## config.mk

```make
export PLATFORM = sky130hd
export DESIGN_NAME = ex_div_seq_flat
export DESIGN_NICKNAME = d
export VERILOG_FILES = /design/src/rtl/ex_div_seq_pkg.sv /design/src/rtl/ex_div_seq_if.sv /design/src/rtl/ex_div_seq_step.sv /design/src/rtl/ex_div_seq.sv /design/src/flat_wrapper.sv
export SDC_FILE = /design/constraint.sdc
export NUM_CORES = 1
export LEC_CHECK = 0
export ABC_AREA = 1
export CAP_MARGIN = 20
export CORE_MARGIN = 1.5
export CORE_UTILIZATION = 65
export CTS_CLUSTER_SIZE = 16
export DETAILED_ROUTE_END_ITERATION = 7
export PLACE_DENSITY_LB_ADDON = 0.2
export REMOVE_ABC_BUFFERS = 1
export SLEW_MARGIN = 20
export SYNTH_ARGS = -nofsm -noshare
export SYNTH_HDL_FRONTEND = slang
export SYNTH_SLANG_ARGS = --single-unit
```

## constraint.sdc

```tcl
create_clock -name clk -period 9.1 [get_ports clk]
set_input_delay 1.82 -clock clk [delete_from_list [all_inputs] [get_ports clk]]
set_output_delay 1.82 -clock clk [all_outputs]
set_load 0.005 [all_outputs]
```

## src/rtl/ex_div_seq_pkg.sv

```systemverilog
// Shared execute-stage types and constants for the iterative divider.
package core_pkg;
    localparam int XLEN      = 32;
    localparam int DIV_STEPS = 32;

    typedef enum logic [1:0] {
        DIV  = 2'b00,
        DIVU = 2'b01,
        REM  = 2'b10,
        REMU = 2'b11
    } div_op_t;

    typedef enum logic [1:0] {
        IDLE = 2'b00,
        CALC = 2'b01,
        DONE = 2'b10
    } div_state_t;

    function automatic logic [XLEN-1:0] neg2c(input logic [XLEN-1:0] v);
        return ~v + 1'b1;
    endfunction
endpackage

```

## src/rtl/ex_div_seq_if.sv

```systemverilog
// Operand/result bundle between the EX stage and the divide sequencer.
interface ex_div_seq_if import core_pkg::*; ();
    logic            start_i;
    div_op_t         div_op_i;
    logic [XLEN-1:0] op1_i;
    logic [XLEN-1:0] op2_i;
    logic            flush_i;
    logic            stall_o;
    logic            valid_o;
    logic [XLEN-1:0] res_o;

    modport master (
        output start_i, div_op_i, op1_i, op2_i, flush_i,
        input  stall_o, valid_o, res_o
    );

    modport slave (
        input  start_i, div_op_i, op1_i, op2_i, flush_i,
        output stall_o, valid_o, res_o
    );
endinterface

```

## src/rtl/ex_div_seq_step.sv

```systemverilog
// One restoring-division iteration: shift in the next dividend bit, subtract if it fits.
module div_step import core_pkg::*; (
    input  logic [XLEN:0]   i_r,
    input  logic [XLEN-1:0] i_q,
    input  logic [XLEN-1:0] i_d,
    output logic [XLEN:0]   o_r,
    output logic [XLEN-1:0] o_q
);
    logic [XLEN:0] w_shift;
    logic [XLEN:0] w_diff;
    logic          w_fits;

    assign w_shift = {i_r[XLEN-1:0], i_q[XLEN-1]};
    assign w_diff  = w_shift - {1'b0, i_d};
    // A set top bit means the true shifted value exceeds 2^32, so it always fits.
    assign w_fits  = i_r[XLEN] | ~w_diff[XLEN];

    assign o_r = w_fits ? w_diff : w_shift;
    assign o_q = {i_q[XLEN-2:0], w_fits};
endmodule

```

## src/rtl/ex_div_seq.sv

```systemverilog
// DIV/DIVU/REM/REMU sequencer: 32-step restoring divide that stalls the pipeline while busy.
module ex_div_seq import core_pkg::*; (
    input  logic       clk,
    input  logic       reset_n,
    ex_div_seq_if.slave bus
);
    div_state_t      r_state;
    logic            r_is_rem;
    logic            r_neg_q;
    logic            r_neg_r;
    logic [XLEN-1:0] r_dvs;
    logic [XLEN-1:0] r_quo;
    logic [XLEN:0]   r_rem;
    logic [4:0]      r_cnt;
    logic [XLEN-1:0] r_res;
    logic            r_valid;

    logic            w_signed;
    logic            w_is_div;
    logic            w_a_neg;
    logic            w_b_neg;
    logic [XLEN-1:0] w_abs1;
    logic [XLEN-1:0] w_abs2;
    logic            w_dz;
    logic            w_ovf;
    logic [XLEN-1:0] w_special;
    logic [XLEN:0]   w_rem_nxt;
    logic [XLEN-1:0] w_quo_nxt;
    logic [XLEN-1:0] w_quo_fin;
    logic [XLEN-1:0] w_rem_fin;
    logic [XLEN-1:0] w_calc_res;

    assign w_signed = ~bus.div_op_i[0];
    assign w_is_div = ~bus.div_op_i[1];
    assign w_a_neg  = w_signed & bus.op1_i[XLEN-1];
    assign w_b_neg  = w_signed & bus.op2_i[XLEN-1];
    assign w_abs1   = w_a_neg ? neg2c(bus.op1_i) : bus.op1_i;
    assign w_abs2   = w_b_neg ? neg2c(bus.op2_i) : bus.op2_i;

    assign w_dz  = (bus.op2_i == '0);
    assign w_ovf = w_signed & (bus.op1_i == {1'b1, {(XLEN-1){1'b0}}}) & (bus.op2_i == '1);

    always_comb begin
        w_special = '0;
        if (w_dz)
            w_special = w_is_div ? '1 : bus.op1_i;
        else if (w_is_div)
            w_special = {1'b1, {(XLEN-1){1'b0}}};
    end

    div_step u_step (
        .i_r (r_rem),
        .i_q (r_quo),
        .i_d (r_dvs),
        .o_r (w_rem_nxt),
        .o_q (w_quo_nxt)
    );

    assign w_quo_fin  = r_neg_q ? neg2c(w_quo_nxt) : w_quo_nxt;
    assign w_rem_fin  = r_neg_r ? neg2c(w_rem_nxt[XLEN-1:0]) : w_rem_nxt[XLEN-1:0];
    assign w_calc_res = r_is_rem ? w_rem_fin : w_quo_fin;

    assign bus.stall_o = ~bus.flush_i & (((r_state == IDLE) & bus.start_i) | (r_state == CALC));
    assign bus.valid_o = r_valid;
    assign bus.res_o   = r_res;

    always_ff @(posedge clk or negedge reset_n) begin
        if (!reset_n) begin
            r_state  <= IDLE;
            r_is_rem <= 1'b0;
            r_neg_q  <= 1'b0;
            r_neg_r  <= 1'b0;
            r_dvs    <= '0;
            r_quo    <= '0;
            r_rem    <= '0;
            r_cnt    <= '0;
            r_res    <= '0;
            r_valid  <= 1'b0;
        end else begin
            r_valid <= 1'b0;
            // Flush only redirects the FSM; the last result stays on res_o.
            if (bus.flush_i) begin
                r_state <= IDLE;
            end else begin
                case (r_state)
                    IDLE: begin
                        if (bus.start_i) begin
                            r_is_rem <= bus.div_op_i[1];
                            r_neg_q  <= w_a_neg ^ w_b_neg;
                            r_neg_r  <= w_a_neg;
                            r_dvs    <= w_abs2;
                            if (w_dz | w_ovf) begin
                                r_res   <= w_special;
                                r_valid <= 1'b1;
                                r_state <= DONE;
                            end else begin
                                r_rem   <= '0;
                                r_quo   <= w_abs1;
                                r_cnt   <= 5'(DIV_STEPS - 1);
                                r_state <= CALC;
                            end
                        end
                    end
                    CALC: begin
                        r_rem <= w_rem_nxt;
                        r_quo <= w_quo_nxt;
                        if (r_cnt == '0) begin
                            r_res   <= w_calc_res;
                            r_valid <= 1'b1;
                            r_state <= DONE;
                        end else begin
                            r_cnt <= r_cnt - 5'd1;
                        end
                    end
                    DONE:    r_state <= IDLE;
                    default: r_state <= IDLE;
                endcase
            end
        end
    end
endmodule

```

## src/flat_wrapper.sv

```systemverilog
// flat-port wrapper written by rule: the top's interface ports become plain ports
module ex_div_seq_flat import core_pkg::*;
  (clk, reset_n, bus_start_i, bus_div_op_i, bus_op1_i, bus_op2_i, bus_flush_i, bus_stall_o, bus_valid_o, bus_res_o);
  ex_div_seq_if bus_i ();
  input  logic clk;
  input  logic reset_n;
  input wire logic [$bits(bus_i.start_i)-1:0] bus_start_i;
  input wire logic [$bits(bus_i.div_op_i)-1:0] bus_div_op_i;
  input wire logic [$bits(bus_i.op1_i)-1:0] bus_op1_i;
  input wire logic [$bits(bus_i.op2_i)-1:0] bus_op2_i;
  input wire logic [$bits(bus_i.flush_i)-1:0] bus_flush_i;
  output wire logic [$bits(bus_i.stall_o)-1:0] bus_stall_o;
  output wire logic [$bits(bus_i.valid_o)-1:0] bus_valid_o;
  output wire logic [$bits(bus_i.res_o)-1:0] bus_res_o;
  assign bus_i.start_i = bus_start_i;
  assign bus_i.div_op_i = bus_div_op_i;
  assign bus_i.op1_i = bus_op1_i;
  assign bus_i.op2_i = bus_op2_i;
  assign bus_i.flush_i = bus_flush_i;
  assign bus_stall_o = bus_i.stall_o;
  assign bus_valid_o = bus_i.valid_o;
  assign bus_res_o = bus_i.res_o;
  ex_div_seq u_core (.clk(clk), .reset_n(reset_n), .bus(bus_i));
endmodule
```

==> results of run 1 <==
[cell usage after synthesis, types with 27 or more instances]
cell and number:
xor2_1 40, nor2_1 194, o21ai_0 160, nor3_1 31
ha_1 39, clkbuf_1 43, nand2_2 27, nand3_1 155
a21oi_1 111, inv_1 240, nand2_1 578, dfrtp_1 140
[flip-flops by register name, summed over array words and instances (netlist names)]
| register | count |
|---|---|
| u_core.r_rem | 33 |
| u_core.bus.res_o | 32 |
| u_core.r_dvs | 32 |
| u_core.r_quo | 32 |
| u_core.r_cnt | 5 |
| u_core.r_state | 2 |
| u_core.bus.valid_o | 1 |
| u_core.r_is_rem | 1 |
| u_core.r_neg_q | 1 |
| u_core.r_neg_r | 1 |
[cell type report]
type                    instances  area (um2)  area share (%)
multi-input cells            1518        7575           53.84
repair buffers                115        1122           7.977
inverters                     255       957.2           6.803
clock inverters                13       188.9           1.343
clock buffers                  18       429.2           3.050
flip-flops and latches        140        3505           24.91
well taps                     234       292.8           2.081
[layout by cell type, fill, tap and decap left out, types with 5 or more instances in the layout]
| master | synthesis | final |
|---|---|---|
| xnor2_1 | 7 | 7 |
| nor2_1 | 194 | 192 |
| o21bai_1 | 5 | 5 |
| clkdlybuf4s50_1 | 0 | 102 |
| nand4_1 | 24 | 24 |
| a31oi_1 | 6 | 6 |
| nor4_1 | 10 | 10 |
| o211ai_1 | 13 | 13 |
| o21ai_1 | 14 | 14 |
| dfrtp_1 | 140 | 139 |
| a21oi_1 | 111 | 111 |
| nand2_2 | 27 | 27 |
| inv_2 | 14 | 15 |
| inv_1 | 240 | 239 |
| or2_2 | 10 | 10 |
| nor3_1 | 31 | 31 |
| buf_4 | 1 | 12 |
| nand3_1 | 155 | 155 |
| nor3_2 | 8 | 8 |
| o21ai_0 | 160 | 160 |
| nand3b_1 | 6 | 6 |
| ha_1 | 39 | 39 |
| a311oi_1 | 7 | 7 |
| nor2_2 | 6 | 8 |
| nand2_1 | 578 | 578 |
| xor2_1 | 40 | 40 |
| o22ai_1 | 24 | 24 |
| clkbuf_16 | 0 | 17 |
[kinds of logic after synthesis]
logic type               Yosys count  share of synthesized area (%)
AND/OR/NAND/NOR                 1067                          37.56
AO/OA/AOI/OAI                    364                          16.28
buffers and inverters            323                          10.35
flip-flops                       140                          28.36
XOR/XNOR                          47                          3.333
adder cells (fa/ha/maj)           40                          4.113
[where the power goes]
part / switching (mW) / internal [mW]
sequential: 0.153 / 0.784
clock: 0.306 / 0.460
combinational: 2.22 / 0.997
total: 2.68 / 2.24
[tightest hold or removal path, delay by kind of cell, from the launching register on]
kind | cells | cell delay (ns)
flip-flops | 1 | 0.34
AND/OR/NAND/NOR | 2 | 0.10
[worst paths after layout]
path / start / slack (ns) / to
max: u_core.r_quo[31] / 3.70 / u_core.bus.res_o[30]
min: u_core.bus.res_o[24] / 0.48 / u_core.bus.res_o[24]
max reg2reg: u_core.r_quo[31] / 3.70 / u_core.bus.res_o[30]
min reg2reg: u_core.bus.res_o[24] / 0.48 / u_core.bus.res_o[24]
max in group asynchronous: reset_n / 6.29 / u_core.r_neg_r
min in group asynchronous: reset_n / 1.45 / u_core.r_dvs[29]
[stage by stage]
stage	power [mW]	utilization, %	area, um2	setup slack (ns)
global route	5.318	75.47	14070	3.389
CTS	4.816	75.46	14070	3.833
finish	4.917	75.47	14070	3.695
global placement	3.969	72.15	13450	3.891
floorplan	3.161	-	12030	3.380
detailed placement	4.028	72.15	13450	3.690
[per-layer routing]
layer  vias up  GRT usage (%)  wire length, um
li1       6593              -                -
met1      6380          55.40            16220
met2       878          65.08            17750
met3       177          8.560             4493
met4         2          19.63             2045
met5         -          1.253                9
==> qor.yml, run 1 <==
worst_setup_path:
  critPathBufInv: 4
  arrival_ns: 5.73
  path_delay_family: "simple AND/OR/NAND/NOR gates"
  worstSetupPathType: "reg -> reg"
  worstSetupStartpointType: "register"
  rr_worst_depth: 29
  required_ns: 9.42
  endpoint_kind: "register"
  path_max_fanout: 41
  critPathMaxStageDelay_ns: 0.42
  worst-path-stages: 29
  cp_slowest_cell: "nand3_4"
  path_common_cell: "nand2_1"
logic_synthesis:
  synth.area.top_cells: "dfrtp_1 28%, nand2_1 18%, inv_1 7.3%"
  ys_ff_latch: 140
  synth-edff-count: 0
  ys_async_sr_fraction_pct: 100.0
  synth_top_area_share_pct: 28.36
  syn_area_per_cell_um2: 6.235
  syn_inst: 1981
  ys_seq_area_share_pct: 28.36
  ys.flop_type: "dfrtp_1"
  synth_area_um2: 12350
  synth_top_cell_by_area: "dfrtp_1"
  yosysWarnings: 0
  synth.distinct_cells: 52
clock_tree:
  cts_setup_buffers: 0
  postCtsResizedCells: 0
  clock_path_buffers: 2
  cts.sinks: 140
  htreeDepth: 4
  clock_latency_ns: 0.44
  cts_root_buf: "clkbuf_16"
  hold_buffers: 0
  cts_tree: "built"
  path_clk_slew_ns: 0.06
  cts_inserted_buffers: 17
timing:
  setup_viol_count_final: 0
  max_clock_freq_ghz: 0.1850
  fin_crit_sh_pct: 59.39
  finalCriticalPeriod_ns: 5.405
  setup_tns_ns: 0
  max_slew.worst_pin.slew_ns: 1.005
  slew-limit-headroom_pct: 32.42
  rsz0062_at_grt: "no"
  hold_viol_final: 0
  whs_ns: 0.4782
  maxSlewViolCount: 0
  fin_skew_ns: 0.01448
pwr:
  peakVddDrop_v: 0.0002882
  p_per_area_nw_per_um2: 349.5
  power.static_leakage_nw: 7.017
place:
  dp_hpwl_um: 30440
  place_inst: 2262
  port_buffers: 103
  place.gp.congestion: 0.9927
detailed_routing:
  drt_iter0_drc: 1775
  dr_total_vias: 14030
  antenna_left: 0
  first_pass_iters: 7
  drt-total-wl_um: 40530
  drc: 0
  vias_per_cell: 6.119
  post_drt_wl_per_cell_um: 17.67
global_routing:
  grt_pass1_vias: 13008
  grt_max_degree: 81
  antenna_found_initial: 1
  grt_util_all_layers_pct: 41.62
  grt_remaining_overflow: 0
  grt_pass1_wl_um: 65040
finish:
  fin_cells: 2293
  area_delta_synth_final_pct: 13.91
  final_net_count: 2157
  nFillCells: 1560
  num_antenna_cells: 0
  drive_gt1_share_pct: 6.362
die:
  die-area_um2: 19840
  dieWidth_um: 140.9
  coreArea_um2: 18640
  start_util_pct: 66.26
  chipHeight_um: 140.9
  io_pins: 104
  num_rows: 50
run:
  cap_viol_max_count: 0
outcome:
  status: "complete, no violations"
min_path:
  hold_path_depth: 2
  hp-class: "reg -> reg"
No activity file was read; power rests on OpenSTA's default activity.
==> run 2: changes to the inputs <==
- CORE_UTILIZATION: 65 -> 60
- clock period: 9.1 -> 5.7 ns (I/O delays scaled with it)
==> qor.yml, run 2 (synthesis results as in run 1) <==
clock_tree:
  path_clk_slew_ns: 0.07  # was 0.06 ns
  cts_inserted_buffers: 17  # unchanged
  clock_latency_ns: 0.44  # about the same
  cts.sinks: 140  # unchanged
  htreeDepth: 4  # unchanged
  postCtsResizedCells: 0  # unchanged
  cts_root_buf: "clkbuf_16"  # unchanged
  clock_path_buffers: 2  # unchanged
  hold_buffers: 0  # unchanged
  cts_setup_buffers: 0  # unchanged
  cts_tree: "built"  # unchanged
die:
  chipHeight_um: 146.5  # was 140.9 um
  io_pins: 104  # unchanged
  coreArea_um2: 20230  # was 18640 um2
  die-area_um2: 21460  # was 19840 um2
  start_util_pct: 61.04  # was 66.26%
  dieWidth_um: 146.5  # was 140.9 um
  num_rows: 52  # was 50
timing:
  slew-limit-headroom_pct: 40.28  # was 32.42%
  fin_crit_sh_pct: 83.48  # was 59.39%
  maxSlewViolCount: 0  # unchanged
  rsz0062_at_grt: "no"  # unchanged
  hold_viol_final: 0  # unchanged
  finalCriticalPeriod_ns: 4.758  # was 5.405 ns
  max_slew.worst_pin.slew_ns: 0.8949  # was 1.005 ns
  fin_skew_ns: 0.01074  # was 0.01448 ns
  worst_slack_ns: 0.9418  # was 3.695 ns
  setup_tns_ns: 0  # unchanged
  max_clock_freq_ghz: 0.2102  # was 0.1850 GHz
  setup_viol_count_final: 0  # unchanged
place:
  place.gp.congestion: 1.078  # was 0.9927
  place_area_um2: 13530  # was 13450 um2
  pre_cts_ws_ns: 1.076  # was 3.690 ns
  dp_hpwl_um: 30800  # was 30440 um
  port_buffers: 103  # unchanged
  place_inst: 2302  # was 2262
finish:
  final_area_um2: 14070  # about the same
  final_common_cell: "nand2_1"  # unchanged
  drive_gt1_share_pct: 6.638  # was 6.362%
  multiInputGateArea_um2: 7575  # unchanged
  num_antenna_cells: 0  # unchanged
  regMostFlops: "u_core.r_rem"  # unchanged
  layout_common_cells: "578 x nand2_1, 239 x inv_1, 192 x nor2_1"  # unchanged
  fin_cells: 2334  # was 2293
  largest_reg_flops: 33  # unchanged
  final-seq-area_um2: 3505  # unchanged
  nFillCells: 1843  # was 1560
  area_delta_synth_final_pct: 13.89  # was 13.91%
  final_net_count: 2161  # was 2157
detailed_routing:
  antenna_left: 0  # unchanged
  drt-total-wl_um: 39910  # was 40530 um
  drc: 0  # unchanged
  vias_per_cell: 5.865  # was 6.119
  post_drt_wl_per_cell_um: 17.10  # was 17.67 um
  first_pass_iters: 6  # was 7
  drt_iter0_drc: 1543  # was 1775
  dr_total_vias: 13688  # was 14.03k
worst_setup_path:
  endpoint_kind: "register"  # unchanged
  worstSetupPathType: "reg -> reg"  # unchanged
  r2r_slack_ns: 0.94  # was 3.70 ns
  reg2reg_from: "u_core.r_quo[31]"  # unchanged
  cp_slowest_cell: "fa_1"  # was nand3_4
  r2r-end: "u_core.bus.res_o[24]"  # was u_core.bus.res_o[30]
  path_max_fanout: 5  # was 41
  rr_worst_depth: 29  # unchanged
  required_ns: 6.03  # was 9.42 ns
  critPathMaxStageDelay_ns: 0.40  # was 0.42 ns
  path_common_cell: "nand2_1"  # unchanged
  worstSetupStartpointType: "register"  # unchanged
  arrival_ns: 5.09  # was 5.73 ns
pwr:
  p_comb_share_pct: 66.7  # was 65.4%
  p_total_mw: 7.673  # was 4.917 mW
  p_sw_share_pct: 55.53  # was 54.43%
  intPower_mw: 3.412  # was 2.241 mW
  switchingPower_mw: 4.261  # was 2.676 mW
  pwr-share-clk_pct: 13.8  # was 15.6%
  pwr-share-seq_pct: 19.5  # was 19.0%
  p_per_area_nw_per_um2: 545.4  # was 349.5 nW/um2
  peakVddDrop_v: 0.0003661  # was 0.0002882 V
  power.static_leakage_nw: 6.995  # was 7.017 nW
min_path:
  hold_path_depth: 2  # unchanged
  hp-class: "reg -> reg"  # unchanged
  worstHoldStart: "u_core.bus.res_o[25]"  # was u_core.bus.res_o[24]
  min_to: "u_core.bus.res_o[25]"  # was u_core.bus.res_o[24]
global_routing:
  grt_remaining_overflow: 0  # unchanged
  grt_pass1_vias: 12903  # was 13.01k
  grt_util_all_layers_pct: 37.91  # was 41.62%
  grt_max_degree: 58  # was 81
  grt_pass1_wl_um: 65080  # was 65040 um
  antenna_found_initial: 0  # was 1
run:
  cap_viol_max_count: 0  # unchanged
outcome:
  status: "complete, no violations"  # unchanged
[run 2: final cells by class]
| type | instances | area share (%) |
|---|---|---|
| inverters | 255 | 6.804 |
| multi-input cells | 1518 | 53.85 |
| flip-flops and latches | 140 | 24.91 |
| clock inverters | 15 | 0.8183 |
| well taps | 270 | 2.402 |
| clock buffers | 17 | 3.024 |
| repair buffers | 119 | 8.192 |
[run 2: worst max path at each step]
stage / startpoint / endpoint / slack, ns / depth (start not counted)
floorplan: bus_op1_i[31] / u_core.r_quo[1] / 0.66 / 11
global placement: u_core.r_quo[31] / u_core.bus.res_o[24] / 1.16 / 29
detailed placement: u_core.r_quo[31] / u_core.bus.res_o[24] / 1.08 / 29
CTS: u_core.r_quo[31] / u_core.bus.res_o[24] / 1.03 / 29
global route: u_core.r_quo[31] / u_core.bus.res_o[28] / 0.44 / 30
finish: u_core.r_quo[31] / u_core.bus.res_o[24] / 0.94 / 29
[run 2: power groups by stage]
| stage | clock network [mW] | logic [mW] | registers (mW) |
|---|---|---|---|
| finish | 1.06 | 5.12 | 1.50 |
| global route | 1.10 | 5.70 | 1.52 |
| CTS | 1.06 | 5.00 | 1.49 |
| detailed placement | 0 | 4.96 | 1.50 |
| global placement | 0 | 4.89 | 1.50 |
| floorplan | 0 | 3.61 | 1.44 |
[run 2: through the flow]
step	utilization [%]	hold slack, ns
floorplan	-	0.4530
global placement	66.84	0.4628
detailed placement	66.84	0.4648
CTS	69.52	0.4825
global route	69.52	0.5045
finish	69.52	0.4771
[run 2: critical path, delay by kind of cell, from the launching register on]
family,cells,cell delay (ns)
fa+ha+maj,3,0.84
flops,1,0.36
simple gates,20,2.72
compound gates,2,0.29
buf+inv,4,0.42
[run 2: routing by layer]
metal,track usage [%],share of wire (%),vias up
li1,-,-,6597
met2,60.59,45,689
met4,14.29,3.4,0
met5,0,0,-
met3,6.813,8.7,107
met1,51.33,43,6295
==> run 3: changes to the inputs <==
- clock period: 5.7 -> 4.7 ns (I/O delays scaled with it)
==> qor.yml, run 3 (synthesis results as in run 1) <==
finish:
  fin_cells: 2340  # was 2334
  final_common_cell: "nand2_1"  # unchanged
  final_net_count: 2167  # was 2161
  largest_reg_flops: 33  # unchanged
  regMostFlops: "u_core.r_rem"  # unchanged
  area_delta_synth_final_pct: 14.58  # was 13.89%
  num_antenna_cells: 0  # unchanged
  drive_gt1_share_pct: 6.908  # was 6.638%
  layout_common_cells: "578 x nand2_1, 239 x inv_1, 192 x nor2_1"  # unchanged
pwr:
  power.static_leakage_nw: 7.041  # was 6.995 nW
  peakVddDrop_v: 0.0003810  # was 0.0003661 V
  p_per_area_nw_per_um2: 663.8  # was 545.4 nW/um2
  p_total_mw: 9.394  # was 7.673 mW
clock_tree:
  cts.sinks: 140  # unchanged
  htreeDepth: 4  # unchanged
  cts_inserted_buffers: 17  # unchanged
  cts_tree: "built"  # unchanged
  cts_setup_buffers: 0  # unchanged
  clock_path_buffers: 2  # unchanged
  clock_latency_ns: 0.44  # about the same
  cts_root_buf: "clkbuf_16"  # unchanged
  path_clk_slew_ns: 0.07  # about the same
detailed_routing:
  vias_per_cell: 5.863  # was 5.865
  first_pass_iters: 6  # unchanged
  antenna_left: 0  # unchanged
  post_drt_wl_per_cell_um: 16.99  # was 17.10 um
  drt-total-wl_um: 39760  # was 39910 um
  dr_total_vias: 13719  # was 13.69k
  drc: 0  # unchanged
  drt_iter0_drc: 1542  # was 1543
worst_setup_path:
  worstSetupStartpointType: "register"  # unchanged
  path_common_cell: "nand2_1"  # unchanged
  critPathMaxStageDelay_ns: 0.41  # was 0.40 ns
  path_max_fanout: 5  # unchanged
  worstSetupPathType: "reg -> reg"  # unchanged
  endpoint_kind: "register"  # unchanged
  cp_slowest_cell: "fa_1"  # unchanged
  required_ns: 5.02  # was 6.03 ns
  arrival_ns: 4.73  # was 5.09 ns
min_path:
  hp-class: "in -> async"  # was reg -> reg
global_routing:
  grt_pass1_wl_um: 63970  # was 65080 um
  grt_remaining_overflow: 0  # unchanged
  grt_max_degree: 70  # was 58
  grt_pass1_vias: 12810  # was 12.90k
  grt_util_all_layers_pct: 37.66  # was 37.91%
  antenna_found_initial: 0  # unchanged
timing:
  fin_crit_sh_pct: 93.65  # was 83.48%
  hold_viol_final: 0  # unchanged
  max_slew.worst_pin.slew_ns: 0.9665  # was 0.8949 ns
  setup_viol_count_final: 0  # unchanged
  fin_skew_ns: 0.01576  # was 0.01074 ns
  finalCriticalPeriod_ns: 4.401  # was 4.758 ns
  rsz0062_at_grt: "no"  # unchanged
  setup_tns_ns: 0  # unchanged
  maxSlewViolCount: 0  # unchanged
  whs_ns: 0.4744  # was 0.4771 ns
  max_clock_freq_ghz: 0.2272  # was 0.2102 GHz
  slew-limit-headroom_pct: 35.07  # was 40.28%
  worst_slack_ns: 0.2986  # was 0.9418 ns
die:
  num_rows: 52  # unchanged
  chipHeight_um: 146.5  # unchanged
  io_pins: 104  # unchanged
  start_util_pct: 61.04  # unchanged
  coreArea_um2: 20230  # unchanged
  dieWidth_um: 146.5  # unchanged
  die-area_um2: 21460  # unchanged
place:
  place_inst: 2308  # was 2302
  place.gp.congestion: 1.017  # was 1.078
  port_buffers: 103  # unchanged
  pre_cts_ws_ns: 0.3037  # was 1.076 ns
  dp_hpwl_um: 30560  # was 30800 um
run:
  cap_viol_max_count: 0  # unchanged
outcome:
  status: "complete, no violations"  # unchanged
run 3: critical path: cells and delay by family (launching register included):
family,cells,cell delay [ns]
AOI/OAI and AO/OA,2,0.26
buffers and inverters,4,0.40
DFF,1,0.37
and+or+nand+nor,20,2.43
adders and majority gates,3,0.85
run 3: final timing paths:
kind                                   endpoint  depth (start not counted)  slack, ns            startpoint
max                        u_core.bus.res_o[30]                         29       0.30      u_core.r_quo[31]
min                            u_core.r_dvs[28]                          1       0.47               reset_n
max reg2reg                u_core.bus.res_o[30]                         29       0.30      u_core.r_quo[31]
min reg2reg                u_core.bus.res_o[21]                          2       0.48  u_core.bus.res_o[21]
max in group asynchronous       u_core.r_rem[9]                          2       3.18               reset_n
min in group clk           u_core.bus.res_o[21]                          2       0.48  u_core.bus.res_o[21]
run 3: where the power goes:
part           internal [mW]  switching [mW]
Combinational           1.95            4.33
Clock                  0.710           0.626
Sequential              1.52           0.263
run 3: metal layers:
layer | GRT usage, % | vias to the layer above | wire, um
li1 | - | 6598 | -
met1 | 50.86 | 6292 | 16750
met2 | 57.84 | 711 | 17410
met3 | 7.906 | 118 | 3852
met4 | 17.73 | 0 | 1744
met5 | 0 | - | 0
run 3: cell type report:
class / instances / area, um2
inverter: 255 / 957.2
multi-input combinational: 1518 / 7580
clock inverter: 14 / 125.1
fill: 1823 / 6082
sequential: 140 / 3503
timing repair buffer: 125 / 1210
tap: 270 / 337.8
clock buffer: 18 / 439.2
run 3: per-stage QoR:
stage / cell area [um2] / utilization [%]
floorplan: 12030 / -
global placement: 13580 / 67.13
detailed placement: 13580 / 67.13
CTS: 14150 / 69.92
global route: 14150 / 69.94
finish: 14150 / 69.94
run 3: repair_timing:
action	in CTS	in global routing
gates resized for setup	0	2
endpoints found under the setup margin	0	3
hold buffers	0	0
